[config.mk]
export PLATFORM = sky130hd
export DESIGN_NAME = dds_nco
export DESIGN_NICKNAME = d
export VERILOG_FILES = /design/src/rtl/dds_nco.sv
export SDC_FILE = /design/constraint.sdc
export NUM_CORES = 1
export LEC_CHECK = 0
export BUFFER_PORTS_ARGS = -buffer_cell sky130_fd_sc_hd__buf_2
export CAP_MARGIN = 10
export CORE_MARGIN = 10
export CORE_UTILIZATION = 60
export CTS_BUF_LIST = sky130_fd_sc_hd__clkbuf_8
export DETAILED_ROUTE_END_ITERATION = 7
export PLACE_DENSITY = 0.82
export REMOVE_ABC_BUFFERS = 1
export SLEW_MARGIN = 10
export SYNTH_ARGS = -nofsm -noshare
export SYNTH_HDL_FRONTEND = slang
export SYNTH_SLANG_ARGS = --single-unit
[constraint.sdc]
create_clock -name clk -period 6.1 [get_ports clk]
set_input_delay 0.915 -clock clk [delete_from_list [all_inputs] [get_ports clk]]
set_output_delay 0.915 -clock clk [all_outputs]
set_load 0.01 [all_outputs]
[src/rtl/dds_nco.sv]
// -----------------------------------------------------------------------------
// dds_nco -- numerically controlled oscillator / DDS core
//
// A phase accumulator advances by a frequency word on every enabled cycle.
// Its top PHASE_W bits are offset by a phase word to give the output phase.
// A registered waveform generator turns that phase into a sawtooth, triangle,
// square or PWM sample.
//
// Frequency, phase, mode and duty are captured together on a load strobe. The
// active setting therefore always changes as a single unit.
//
// Pipeline (edge N = accumulator update):
//   N   : acc_q                (stage A)
//   N+1 : ph_q                 (stage B, runs every cycle)
//   N+2 : wave_out, sq_out, wrap_pulse, out_valid   (stage C)
//
// Parameters
//   ACC_W    phase accumulator / frequency word width
//   PHASE_W  truncated phase width, also phase-offset and duty width (>= 2)
//   OUT_W    waveform output width (>= 1)
//
// Ports
//   clk         system clock, rising edge
//   rst_n       asynchronous active-low reset
//   en          accumulator advance enable
//   load        capture strobe for freq_word / phase_word / mode / duty
//   freq_word   phase increment per enabled cycle
//   phase_word  phase offset added after truncation
//   mode        0 saw, 1 triangle, 2 square, 3 PWM
//   duty        PWM threshold
//   phase_clr   (only with DDS_NCO_PHASE_CLR_EN) clears the accumulator
//   wave_out    registered waveform sample
//   sq_out      MSB of the offset phase, aligned with wave_out
//   wrap_pulse  accumulator wrap marker, aligned with wave_out
//   out_valid   wave_out comes from an enabled accumulator step
//
// Optional feature macro: DDS_NCO_PHASE_CLR_EN
//   When this macro is defined, the phase_clr input port is added. While
//   phase_clr is high, the accumulator is forced to zero at the next edge.
//   This overrides en and suppresses the carry.
// -----------------------------------------------------------------------------
module dds_nco #(
    parameter int ACC_W   = 32,
    parameter int PHASE_W = 11,
    parameter int OUT_W   = 11
) (
    input  logic               clk,
    input  logic               rst_n,
    input  logic               en,
    input  logic               load,
    input  logic [ACC_W-1:0]   freq_word,
    input  logic [PHASE_W-1:0] phase_word,
    input  logic [1:0]         mode,
    input  logic [PHASE_W-1:0] duty,
`ifdef DDS_NCO_PHASE_CLR_EN
    input  logic               phase_clr,
`endif
    output logic [OUT_W-1:0]   wave_out,
    output logic               sq_out,
    output logic               wrap_pulse,
    output logic               out_valid
);

    typedef enum logic [1:0] {
        MODE_SAW = 2'd0,
        MODE_TRI = 2'd1,
        MODE_SQ  = 2'd2,
        MODE_PWM = 2'd3
    } wave_mode_e;

    // ------------------------------------------------------------------------
    // Active configuration registers, captured atomically on load
    // ------------------------------------------------------------------------
    logic [ACC_W-1:0]   r_freq_q;
    logic [PHASE_W-1:0] r_phase_q;
    wave_mode_e         r_mode_q;
    logic [PHASE_W-1:0] r_duty_q;

    // NOTE: sequential state is written only with non-blocking assignments, so
    // every register samples the pre-edge value of its neighbours. A stage may
    // then read the previous stage's output without any race.
    always_ff @(posedge clk or negedge rst_n) begin
        if (!rst_n) begin
            r_freq_q  <= '0;
            r_phase_q <= '0;
            r_mode_q  <= MODE_SAW;
            r_duty_q  <= '0;
        end else if (load) begin
            r_freq_q  <= freq_word;
            r_phase_q <= phase_word;
            r_mode_q  <= wave_mode_e'(mode);
            r_duty_q  <= duty;
        end
    end

    // ------------------------------------------------------------------------
    // Stage A: phase accumulator
    // ------------------------------------------------------------------------
    logic [ACC_W-1:0] acc_q, acc_d;
    logic [ACC_W:0]   acc_sum;
    logic             carry_d;
    logic             clr_req;

`ifdef DDS_NCO_PHASE_CLR_EN
    assign clr_req = phase_clr;
`else
    assign clr_req = 1'b0;
`endif

    // The extra top bit of the sum is the carry out of the modular add.
    assign acc_sum = {1'b0, acc_q} + {1'b0, r_freq_q};

    // NOTE: every output of this block receives a default before any branch.
    // Without those defaults, synthesis would infer a latch for each path
    // that leaves an output unassigned.
    always_comb begin
        acc_d   = acc_q;
        carry_d = 1'b0;
        if (clr_req) begin
            acc_d = '0;
        end else if (en) begin
            acc_d   = acc_sum[ACC_W-1:0];
            carry_d = acc_sum[ACC_W];
        end
    end

    // ------------------------------------------------------------------------
    // Stage B: truncate and add the phase offset (wraps mod 2^PHASE_W)
    // ------------------------------------------------------------------------
    logic [PHASE_W-1:0] ph_q, ph_d;

    assign ph_d = acc_q[ACC_W-1 -: PHASE_W] + r_phase_q;

    // ------------------------------------------------------------------------
    // Stage C: waveform shaping and width scaling
    // ------------------------------------------------------------------------
    logic [PHASE_W-1:0] wave_v;
    logic [PHASE_W-2:0] tri_t;
    logic [OUT_W-1:0]   wave_d;

    // The triangle folds the upper half of the phase back down. Doubling the
    // folded value restores the full PHASE_W range.
    assign tri_t = ph_q[PHASE_W-1] ? ~ph_q[PHASE_W-2:0] : ph_q[PHASE_W-2:0];

    always_comb begin
        wave_v = '0;
        unique case (r_mode_q)
            MODE_SAW: wave_v = ph_q;
            MODE_TRI: wave_v = {tri_t, 1'b0};
            MODE_SQ:  wave_v = {PHASE_W{ph_q[PHASE_W-1]}};
            MODE_PWM: wave_v = {PHASE_W{(ph_q < r_duty_q)}};
            default:  wave_v = '0;
        endcase
    end

    generate
        if (OUT_W >= PHASE_W) begin : g_widen
            localparam int SHIFT = OUT_W - PHASE_W;
            assign wave_d = OUT_W'(wave_v) << SHIFT;
        end else begin : g_narrow
            localparam int SHIFT = PHASE_W - OUT_W;
            assign wave_d = OUT_W'(wave_v >> SHIFT);
        end
    endgenerate

    // ------------------------------------------------------------------------
    // Pipeline registers
    // ------------------------------------------------------------------------
    // carry/en pass through two stages (stage A, stage B). The flags then land
    // on wrap_pulse/out_valid at the same edge as the wave sample they describe.
    logic carry_a_q, carry_b_q;
    logic en_a_q, en_b_q;
    logic [OUT_W-1:0] wave_q;
    logic sq_q, wrap_q, valid_q;

    always_ff @(posedge clk or negedge rst_n) begin
        if (!rst_n) begin
            acc_q     <= '0;
            ph_q      <= '0;
            carry_a_q <= 1'b0;
            carry_b_q <= 1'b0;
            en_a_q    <= 1'b0;
            en_b_q    <= 1'b0;
            wave_q    <= '0;
            sq_q      <= 1'b0;
            wrap_q    <= 1'b0;
            valid_q   <= 1'b0;
        end else begin
            acc_q     <= acc_d;
            ph_q      <= ph_d;
            carry_a_q <= carry_d;
            carry_b_q <= carry_a_q;
            en_a_q    <= en;
            en_b_q    <= en_a_q;
            wave_q    <= wave_d;
            sq_q      <= ph_q[PHASE_W-1];
            wrap_q    <= carry_b_q;
            valid_q   <= en_b_q;
        end
    end

    assign wave_out   = wave_q;
    assign sq_out     = sq_q;
    assign wrap_pulse = wrap_q;
    assign out_valid  = valid_q;

endmodule

* Yosys cells after proc, flatten, opt, wreduce, memory -nomap -nowiden
Index checks and enable logic that the tools add are counted.
** Word-level totals
- Flip-flop bits (word level) :: 117
- Logic and storage cells :: 25
** Cells by class
- Add/sub/neg operators :: 2
- $lt $le $gt $ge :: 1
- Equality and inequality tests :: 3
- Muxes and demuxes :: 3
- Bitwise operators :: 1
- Reductions and logical operators :: 1
** Operators with widths (count)
- $pmux W11 S4 :: 1
- $add A32 B32 Y33 :: 1
- $add A11 B11 Y11 :: 1
- $lt A11 B11 Y1 :: 1
- $mux W10 :: 1
- $not A10 Y10 :: 1
- $eq A2 B2 Y1 const B :: 2
- $eq A2 B1 Y1 const B :: 1
- $logic_not A2 Y1 :: 1
- $mux W1 :: 1

* Longest topological paths before layout
Gate-level depths: netlist (run 1).
- Depth after elaboration :: 3
- Gate-level depth with buffers :: 11

* Worst setup path after synthesis (run 1)
OpenSTA, ideal clock, no wires.
- Kind :: reg-to-reg
- From :: reg r_freq_q[0]
- To :: reg acc_q[14]
- Arrival :: 2399 ps
- Data required time :: 5975 ps
- Slack :: 3576 ps
- Stages on the path, launching flop included :: 11
- Buffers on the path :: 0
- Period minus slack after synthesis :: 2524 ps
- Path through :: dfrtp_1 > ha_1 > fa_1 > a21oi_1 > o21ai_0 > and3_1 > or2_1 > a31oi_1 > o21ai_1 > xor2_1 > mux2_2
** Between the ends
- Cells in the longest elaborated chain, start to end :: 1
** RTL lines
- start: declaration :: RTL line 74 : logic [ACC_W-1:0] r_freq_q;
- start signal: assignment :: RTL line 89 : r_freq_q <= freq_word;
- $add A32 B32 Y33 :: RTL line 111 : assign acc_sum = {1'b0, acc_q} + {1'b0, r_freq_q};
- end signal: assignment :: RTL line 178 : acc_q <= '0;
- end signal: assignment :: RTL line 189 : acc_q <= acc_d;
- end: declaration :: RTL line 99 : logic [ACC_W-1:0] acc_q, acc_d;
Every way passes these cells.
A chain may end at the register's enable or synchronous reset.

* Worst setup path in the final report (run 1)
- From :: reg r_freq_q[0]
- To :: reg acc_q[26]
The elaborated chain is that of the path after synthesis.

==> metrics.txt, run 1 <==
outcome=finished, final reports clean; WL per Instance=17.1 um; Slew Limit Fails=0; final wirelength=14.1 mm; share of cells above drive strength 1=26.8%; PwrDens=525 nW/um^2; clk buf depth=2; port bufs=73; hpwl dp=9.87 mm; hold path depth=0; post-route insts no fill=824; clock root buffer=clkbuf_8; WP data arrival=3.20 ns; critical path required time=6.43 ns; clock sink count=117; antenna viol nets, final=0; grt total ovfl=0; die area=15500 um^2; Synthesis Warnings=0; Via density=5.87; max-cap violation count=0; Die Height=124 um; slew margin rel.=46.6%; Die W=124 um; r2r setup slk=3.24 ns; Max VDD drop=0.000249 V; top-area cell type share of the netlist area=44.8%; Mapped Area=6540 um^2; io pins=74; first-pass detailed-route iteration total=5; Ant. Diodes=0; fmax=349 MHz; reg-to-reg startpoint=r_freq_q[0]; total CTS buffers=17; DRT iter0 DRCs=364; crit start category=flip-flop; RD Place Congestion=0.901; Synth-to-Final Area Change=14.7%; CTS tree=done; largest area contributor in the netlist=dfrtp_1; fraction of the yosys area taken by sequential cells=44.8%; largest net degree at the start of global routing=67; Core ar.=10700 um^2; Worst Hold End=carry_b_q; critical path class=reg2reg; RSZ-0062 raised after global routing=false; CTS H-tree lvls=4; Syn Inst Count=600; GRT Overall Usage=18.1%; hold crit path type=reg2reg; post-cts resize count=0; # DRC=0; clock skew=0.0102 ns; hold_sp=carry_a_q; Post CTS Setup Buffer Count=0; CTS Hold Bufs=0; final core occ=69.8%; most frequent cells in the layout=dfrtp_1 (117), buf_2 (72), mux2_2 (70); commonest non-fill, non-tap cell in the layout=dfrtp_1; Async S/R FF share, synth=100%; first-pass GRT wire length=23.4 mm; NumNets Final=785; crit share post-route=46.9%; final hold violation count=0; EDFF count, synth=0; Synth Area per Inst=10.9 um^2; vias post-DR=4839; DP Cell Count=792; FF-to-FF path depth=10; vias in the first global route=4918; synthesis-stage register bit count=117; Slew @ Worst Pin=0.802 ns; Final setup viols=0; worst-skew pair later-pin latency=0.45 ns; synth unique cells=53; fin crit period=2.86 ns; TNS Setup=0 ns; Reg clk slew, reported paths=0.07 ns; CP endpoint kind=flip-flop; Lkg Pwr=3.48 nW; Area contributors post-synth=dfrtp_1 (45%), mux2_2 (12%), ha_1 (10%); antenna violations before repair=0; CP Max Fanout=7; Most used DFF post-synth=dfrtp_1; Starting Density=60.8%; Worst R2R End=acc_q[26]; Rows=38
[synth_stat cells, types with 5 or more instances]
cell type	count
a211oi_1	11
a21o_1	21
a21oi_1	43
and3_1	5
buf_2	5
clkbuf_1	14
dfrtp_1	117
ha_1	52
inv_1	19
mux2_2	70
nand2_1	47
nand3_1	7
nand4_1	7
nor2_1	24
nor3_1	6
o211ai_1	6
o21ai_0	30
o31ai_1	5
or3_1	8
xnor2_1	27
xor2_1	18
[critical path: stages (launching register included)]
cell and delay, ns:
dfrtp_1 0.38, ha_1 0.25, fa_1 0.41, a21oi_1 0.20, o21ai_0 0.16, and3_1 0.25, o21ai_0 0.16, and2_1 0.35
o211ai_1 0.18, xor2_1 0.17, mux2_2 0.27
[how the worst max path moves through the flow]
stage | endpoint | slack (ns) | start
2_1_floorplan | acc_q[14] | 3.58 | r_freq_q[0]
3_3_place_gp | acc_q[30] | 3.32 | r_freq_q[0]
3_5_place_dp | acc_q[26] | 3.28 | r_freq_q[0]
4_1_cts | acc_q[26] | 3.28 | r_freq_q[0]
5_1_grt | acc_q[18] | 3.09 | r_freq_q[0]
6_report | acc_q[26] | 3.24 | r_freq_q[0]
[power by group]
| part | internal [mW] | switching [mW] | total (mW) |
|---|---|---|---|
| combinational | 0.867 | 0.993 | 1.86 |
| clock | 0.561 | 0.303 | 0.864 |
| sequential | 1.02 | 0.188 | 1.21 |
| total | 2.45 | 1.48 | 3.93 |
[metal layers]
metal | track usage (%) | share of wire, %
met5 | 0 | 0
met4 | 7.27 | 1.9
met3 | 4.81 | 4.4
met2 | 30.6 | 51
met1 | 21.3 | 43
[sequential cells by signal, summed over array words and instances (netlist names)]
signal      count
acc_q          32
r_freq_q       32
ph_q           11
r_duty_q       11
r_phase_q      11
wave_out       11
r_mode_q        2
carry_a_q       1
carry_b_q       1
en_a_q          1
en_b_q          1
out_valid       1
sq_out          1
wrap_pulse      1
[stage by stage]
stage / hold slack, ns / power [mW] / instance area [um^2] / setup WS [ns]
floorplan: 0.331 / 2.60 / 6440 / 3.58
global placement: 0.331 / 2.93 / 7000 / 3.32
detailed placement: 0.336 / 3.03 / 7000 / 3.28
CTS: 0.351 / 3.93 / 7500 / 3.28
global route: 0.359 / 4.21 / 7500 / 3.09
finish: 0.349 / 3.93 / 7500 / 3.24
[final cells by class]
cell class                 instances  area (um^2)
fill                             803         3250
multi-input combinational        441         3440
timing repair buffer              75          383
clock buffer                      24          330
inverter                          19         71.3
clock inverter                     8          166
tap                              140          175
sequential                       117         2930
[cells by family after synthesis]
| group | count (synthesis) | synth area share [%] |
|---|---|---|
| AO/OA/AOI/OAI | 151 | 15.2 |
| XOR/XNOR | 45 | 6.03 |
| adder cells (fa/ha/maj) | 54 | 10.6 |
| buffers and inverters | 42 | 2.51 |
| flip-flops | 117 | 44.8 |
| multiplexers | 72 | 12.4 |
| AND/OR/NAND/NOR | 119 | 8.54 |
No activity file was read; power rests on OpenSTA's default activity.
==> inputs of run 2 (changes only) <==
==> constraint.sdc (replaced) <==
create_clock -name clk -period 2.7 [get_ports clk]
set_input_delay 0.405 -clock clk [delete_from_list [all_inputs] [get_ports clk]]
set_output_delay 0.405 -clock clk [all_outputs]
set_load 0.01 [all_outputs]
==> run 2 against run 1 <==
Against the previous run:
- via count is 1.3% higher
- sequential power is 120% higher
- highest routed layer unchanged
- final area is 0.48% higher
- critical path type unchanged
==> metrics.txt, run 2 (synthesis gave the netlist of run 1 again) <==
fmax=381 MHz (+9.2%); CP endpoint kind=flip-flop; clock root buffer=clkbuf_8; Slew @ Worst Pin=0.666 ns (-0.136 ns); RD Place Congestion=0.894 (-0.84%); GRT Overall Usage=17.9% (-0.23 points); Worst R2R End=acc_q[31]; multi-input logic area=3480 um^2 (+1.2%); WP data arrival=2.94 ns (-0.26 ns); outcome=finished, final reports clean; grt total ovfl=0 (unchanged); Slew Limit Fails=0 (unchanged); vias post-DR=4900 (+1.3%); Final Instance Area=7530 um^2 (+0.48%); crit share post-route=97.2% (+50 points); first-pass GRT wire length=23.3 mm (-0.59%); Starting Density=60.8% (unchanged); critical path required time=3.02 ns (-3.41 ns); final wirelength=13.7 mm (-2.7%); slew margin rel.=55.6% (+9.1 points); Core ar.=10700 um^2 (unchanged); Pwr Total=8.57 mW (+120%); commonest non-fill, non-tap cell in the layout=dfrtp_1; worst-skew pair later-pin latency=0.44 ns (about the same); clock skew=0.00738 ns (-0.00286 ns); crit start category=flip-flop; final hold violation count=0 (unchanged); share of cells above drive strength 1=28.7% (+2.0 points); reg-to-reg startpoint=acc_q[4]; critical path class=reg2reg; FF-to-FF path depth=9 (-1); WL per Instance=16.4 um (-4.1%); fin crit period=2.62 ns (-0.240 ns); Die W=124 um (unchanged); clk buf depth=2 (unchanged); Lkg Pwr=3.51 nW (+1.0%); clock sink count=117 (unchanged); Reg clk slew, reported paths=0.06 ns (about the same); Top Registers=acc_q: 32 flops, r_freq_q: 32 flops; io pins=74 (unchanged); Sequential Area=2930 um^2 (unchanged); TNS Setup=0 ns (unchanged); most frequent cells in the layout=dfrtp_1 (117), buf_2 (72), mux2_2 (70); PwrDens=1140 nW/um^2 (+120%); Layout fillers=798 (-0.62%); max-cap violation count=0 (unchanged); antenna viol nets, final=0 (unchanged); port bufs=73 (unchanged); DRT iter0 DRCs=437 (+20%); CP Max Fanout=3 (-4); total CTS buffers=17 (unchanged); CTS H-tree lvls=4 (unchanged); vias in the first global route=5009 (+1.9%); r2r setup slk=0.08 ns (-3.16 ns); hpwl dp=10.1 mm (+2.2%); post-place setup slack=-0.0302 ns (-3.31 ns); Ant. Diodes=0 (unchanged); Min Hold Slack=0.0503 ns (-0.298 ns); Final setup viols=0 (unchanged); Synth-to-Final Area Change=15.3%; first-pass detailed-route iteration total=7 (+2); setup ws final=0.0769 ns (-3.16 ns); Max VDD drop=0.000481 V (+93%); antenna violations before repair=0 (unchanged); largest net degree at the start of global routing=118 (+76%); CTS tree=done; Placed Area=7120 um^2 (+1.8%); NumNets Final=799 (+1.8%); hold crit path type=in2async; Rows=38 (unchanged); Via density=5.86 (-0.19%); die area=15500 um^2 (unchanged); # DRC=0 (unchanged); Die Height=124 um (unchanged)
run 2: through the flow:
step	utilization, %	cells
final	70.1	836
after global routing	70.1	836
after CTS	69.7	835
after detailed placement	66.3	805
after global placement	66.3	805
after floorplan	-	577
run 2: area by class of cell:
type / instances / share of cell area [%]
clock inverters: 8 / 0.797
well taps: 140 / 2.32
clock buffers: 22 / 4.02
multi-input cells: 441 / 46.2
flip-flops and latches: 117 / 38.9
inverters: 19 / 0.947
repair buffers: 89 / 6.81
run 2: critical path, cell delays in order, from the launching register on:
cell and delay (ns):
dfrtp_1 0.39, ha_1 0.36, nand2_1 0.12, o311a_1 0.43, a2bb2oi_2 0.21, o211ai_2 0.25
a21oi_4 0.12, o31ai_2 0.28, xor2_1 0.09, mux2_2 0.26
run 2: worst max-delay path by stage:
stage	end	slack [ns]	start
after floorplan	acc_q[14]	0.18	r_freq_q[0]
after global placement	acc_q[30]	0.05	r_freq_q[0]
after detailed placement	acc_q[28]	-0.03	r_freq_q[0]
after CTS	acc_q[14]	0.03	r_freq_q[0]
after global routing	acc_q[31]	-0.004	acc_q[4]
final	acc_q[31]	0.08	acc_q[4]
run 2: power by group:
group          switching (mW)  total [mW]  internal, mW  leakage (nW)
clock network           0.635        1.46         0.820         0.205
logic                    2.31        4.40          2.09          1.93
registers               0.402        2.71          2.31          1.38
total                    3.35        8.57          5.22          3.51
run 2: metal layers:
metal / GRT usage (%) / up-vias / wire length [um]
li1: - / 2356 / -
met1: 20.3 / 2388 / 5810
met2: 30.8 / 126 / 6850
met3: 4.64 / 30 / 701
met4: 7.95 / 0 / 362
met5: 0 / - / 0
run 2: timing repair:
| action | 4_1_cts | 5_1_grt |
|---|---|---|
| hold buffers | 0 | 0 |
| pin swaps | 0 | 2 |
| gates resized for setup | 3 | 9 |
| setup endpoints to repair | 6 | 15 |
| setup buffers | 0 | 1 |
==> inputs of run 3 (changes only) <==
--- a/config.mk
+++ b/config.mk
@@ -11,7 +11,9 @@
 export CORE_UTILIZATION = 60
 export CTS_BUF_LIST = sky130_fd_sc_hd__clkbuf_8
 export DETAILED_ROUTE_END_ITERATION = 7
+export MAX_ROUTING_LAYER = met4
 export PLACE_DENSITY = 0.82
+export RECOVER_POWER = 50
 export REMOVE_ABC_BUFFERS = 1
 export SLEW_MARGIN = 10
 export SYNTH_ARGS = -nofsm -noshare
==> run 3 against run 2 <==
Against the previous run:
- the flow now finishes with violations (capacitance limit, slew limit)
- fmax shrank 0.78%
- utilization down 0.20 points
- largest cell class unchanged
- sequential cell count unchanged
- final cell count grew 0.24%
==> metrics.txt, run 3 (synthesis gave the netlist of run 1 again) <==
Sequential Area=2930 um^2 (unchanged); critical path class=reg2reg; vias post-DR=4857 (-0.88%); io pins=74 (unchanged); DRT iter0 DRCs=451 (+3.2%); outcome=finished with violations; Slew @ Worst Pin=1.84 ns (+1.17 ns); first-pass GRT wire length=24.1 mm (+3.4%); post-place setup slack=-0.0178 ns (+0.0124 ns); Synth-to-Final Area Change=15.0%; Reg clk slew, reported paths=0.07 ns (about the same); Layout fillers=816 (+2.3%); slew margin rel.=-22.4% (-78 points); Die Height=124 um (unchanged); Ant. Diodes=0 (unchanged); critical path required time=3.02 ns (about the same); WL per Instance=17.0 um (+3.7%); CTS H-tree lvls=4 (unchanged); largest net degree at the start of global routing=82 (-31%); Via density=5.80 (-1.1%); commonest non-fill, non-tap cell in the layout=dfrtp_1; CTS tree=done; hold crit path type=in2reg; fmax=378 MHz (-0.78%); Starting Density=60.8% (unchanged); worst-skew pair later-pin latency=0.44 ns (about the same); setup ws final=0.0564 ns (-0.0205 ns); clk buf depth=2 (unchanged); total CTS buffers=17 (unchanged); antenna viol nets, final=0 (unchanged); r2r setup slk=0.06 ns (-0.02 ns); Lkg Pwr=3.45 nW (-1.6%); PwrDens=1150 nW/um^2 (+1.2%); Die W=124 um (unchanged); Final setup viols=0 (unchanged); clock skew=0.00956 ns (+0.00218 ns); fin crit period=2.64 ns (+0.0205 ns); Rows=38 (unchanged); Max VDD drop=0.000566 V (+18%); most frequent cells in the layout=dfrtp_1 (117), mux2_2 (70), buf_2 (64); grt total ovfl=0 (unchanged); crit share post-route=97.9% (+0.76 points); CP endpoint kind=flip-flop; RD Place Congestion=0.909 (+1.8%); Top Registers=acc_q: 32 flops, r_freq_q: 32 flops; hpwl dp=10.7 mm (+6.3%); share of cells above drive strength 1=27.8% (-0.94 points); crit start category=flip-flop; violated checks=capacitance limit, slew limit; port bufs=73 (unchanged); Final Instance Area=7510 um^2 (-0.28%); final wirelength=14.3 mm (+3.9%); # DRC=0 (unchanged); multi-input logic area=3490 um^2 (+0.25%); CP Max Fanout=10 (+7); NumNets Final=799 (unchanged); max-cap violation count=1 (+1); first-pass detailed-route iteration total=5 (-2); Slew Limit Fails=37 (+37); GRT Overall Usage=19.0% (+1.1 points); clock root buffer=clkbuf_8; clock sink count=117 (unchanged); final hold violation count=0 (unchanged); WP data arrival=2.96 ns (+0.02 ns); Min Hold Slack=0.181 ns (+0.130 ns); Placed Area=7120 um^2 (-0.11%); Core ar.=10700 um^2 (unchanged); die area=15500 um^2 (unchanged); antenna violations before repair=0 (unchanged); vias in the first global route=5127 (+2.4%)
==> run 3: final timing paths <==
check,start,to,cells past startpoint
hold reg to reg,carry_a_q,carry_b_q,0
setup / recovery,r_freq_q[18],acc_q[30],7
setup reg to reg,r_freq_q[18],acc_q[30],7
hold / removal,duty[7],r_duty_q[7],3
min in group asynchronous,rst_n,r_freq_q[5],2
max in group asynchronous,rst_n,r_freq_q[28],3
==> run 3: what timing repair did <==
item | 4_1_cts | 5_1_grt
hold buffers | 1 | 0
endpoints found under the hold margin | 36 | 0
endpoints found under the setup margin | 7 | 13
gates resized for setup | 2 | 10
pin swaps | 0 | 3
setup buffers | 0 | 1
==> run 3: area by class of cell <==
type                            instances  area share, %
Clock inverter                         12           1.38
Inverter                               19          0.949
Timing Repair Buffer                   89           6.21
Sequential cell                       117           39.0
Clock buffer                           20           3.66
Tap cell                              140           2.33
Multi-Input combinational cell        441           46.5
==> run 3: metrics by stage <==
stage / util (%) / setup TNS, ns / power [mW] / std cells
after CTS: 69.9 / 0 / 8.56 / 837
after detailed placement: 66.2 / -0.0292 / 7.01 / 804
after global placement: 66.2 / 0 / 6.74 / 804
after floorplan: - / 0 / 5.87 / 577
final: 69.9 / 0 / 8.64 / 838
after global routing: 69.9 / -0.0443 / 9.33 / 838
==> run 3: worst max-delay path, stage by stage (launching register included) <==
cell      delay, ns
dfrtp_1        0.39
ha_1           0.48
nand4_1        0.24
nor3_1         0.50
nand3_1        0.19
o311ai_1       0.34
xor2_1         0.11
mux2_2         0.29
==> run 3: per-layer routing <==
metal / wire length, um / vias up / global-route usage, %
li1: - / 2351 / -
met5: 0 / - / -
met1: 6060 / 2348 / 21.7
met2: 7260 / 120 / 31.4
met4: 299 / 0 / 6.99
met3: 644 / 38 / 5.06
==> run 3: where the power goes <==
group	internal [mW]	switching [mW]	leakage, nW	total (mW)
clock network	0.795	0.707	0.191	1.50
logic	2.08	2.34	1.88	4.42
registers	2.31	0.414	1.38	2.72
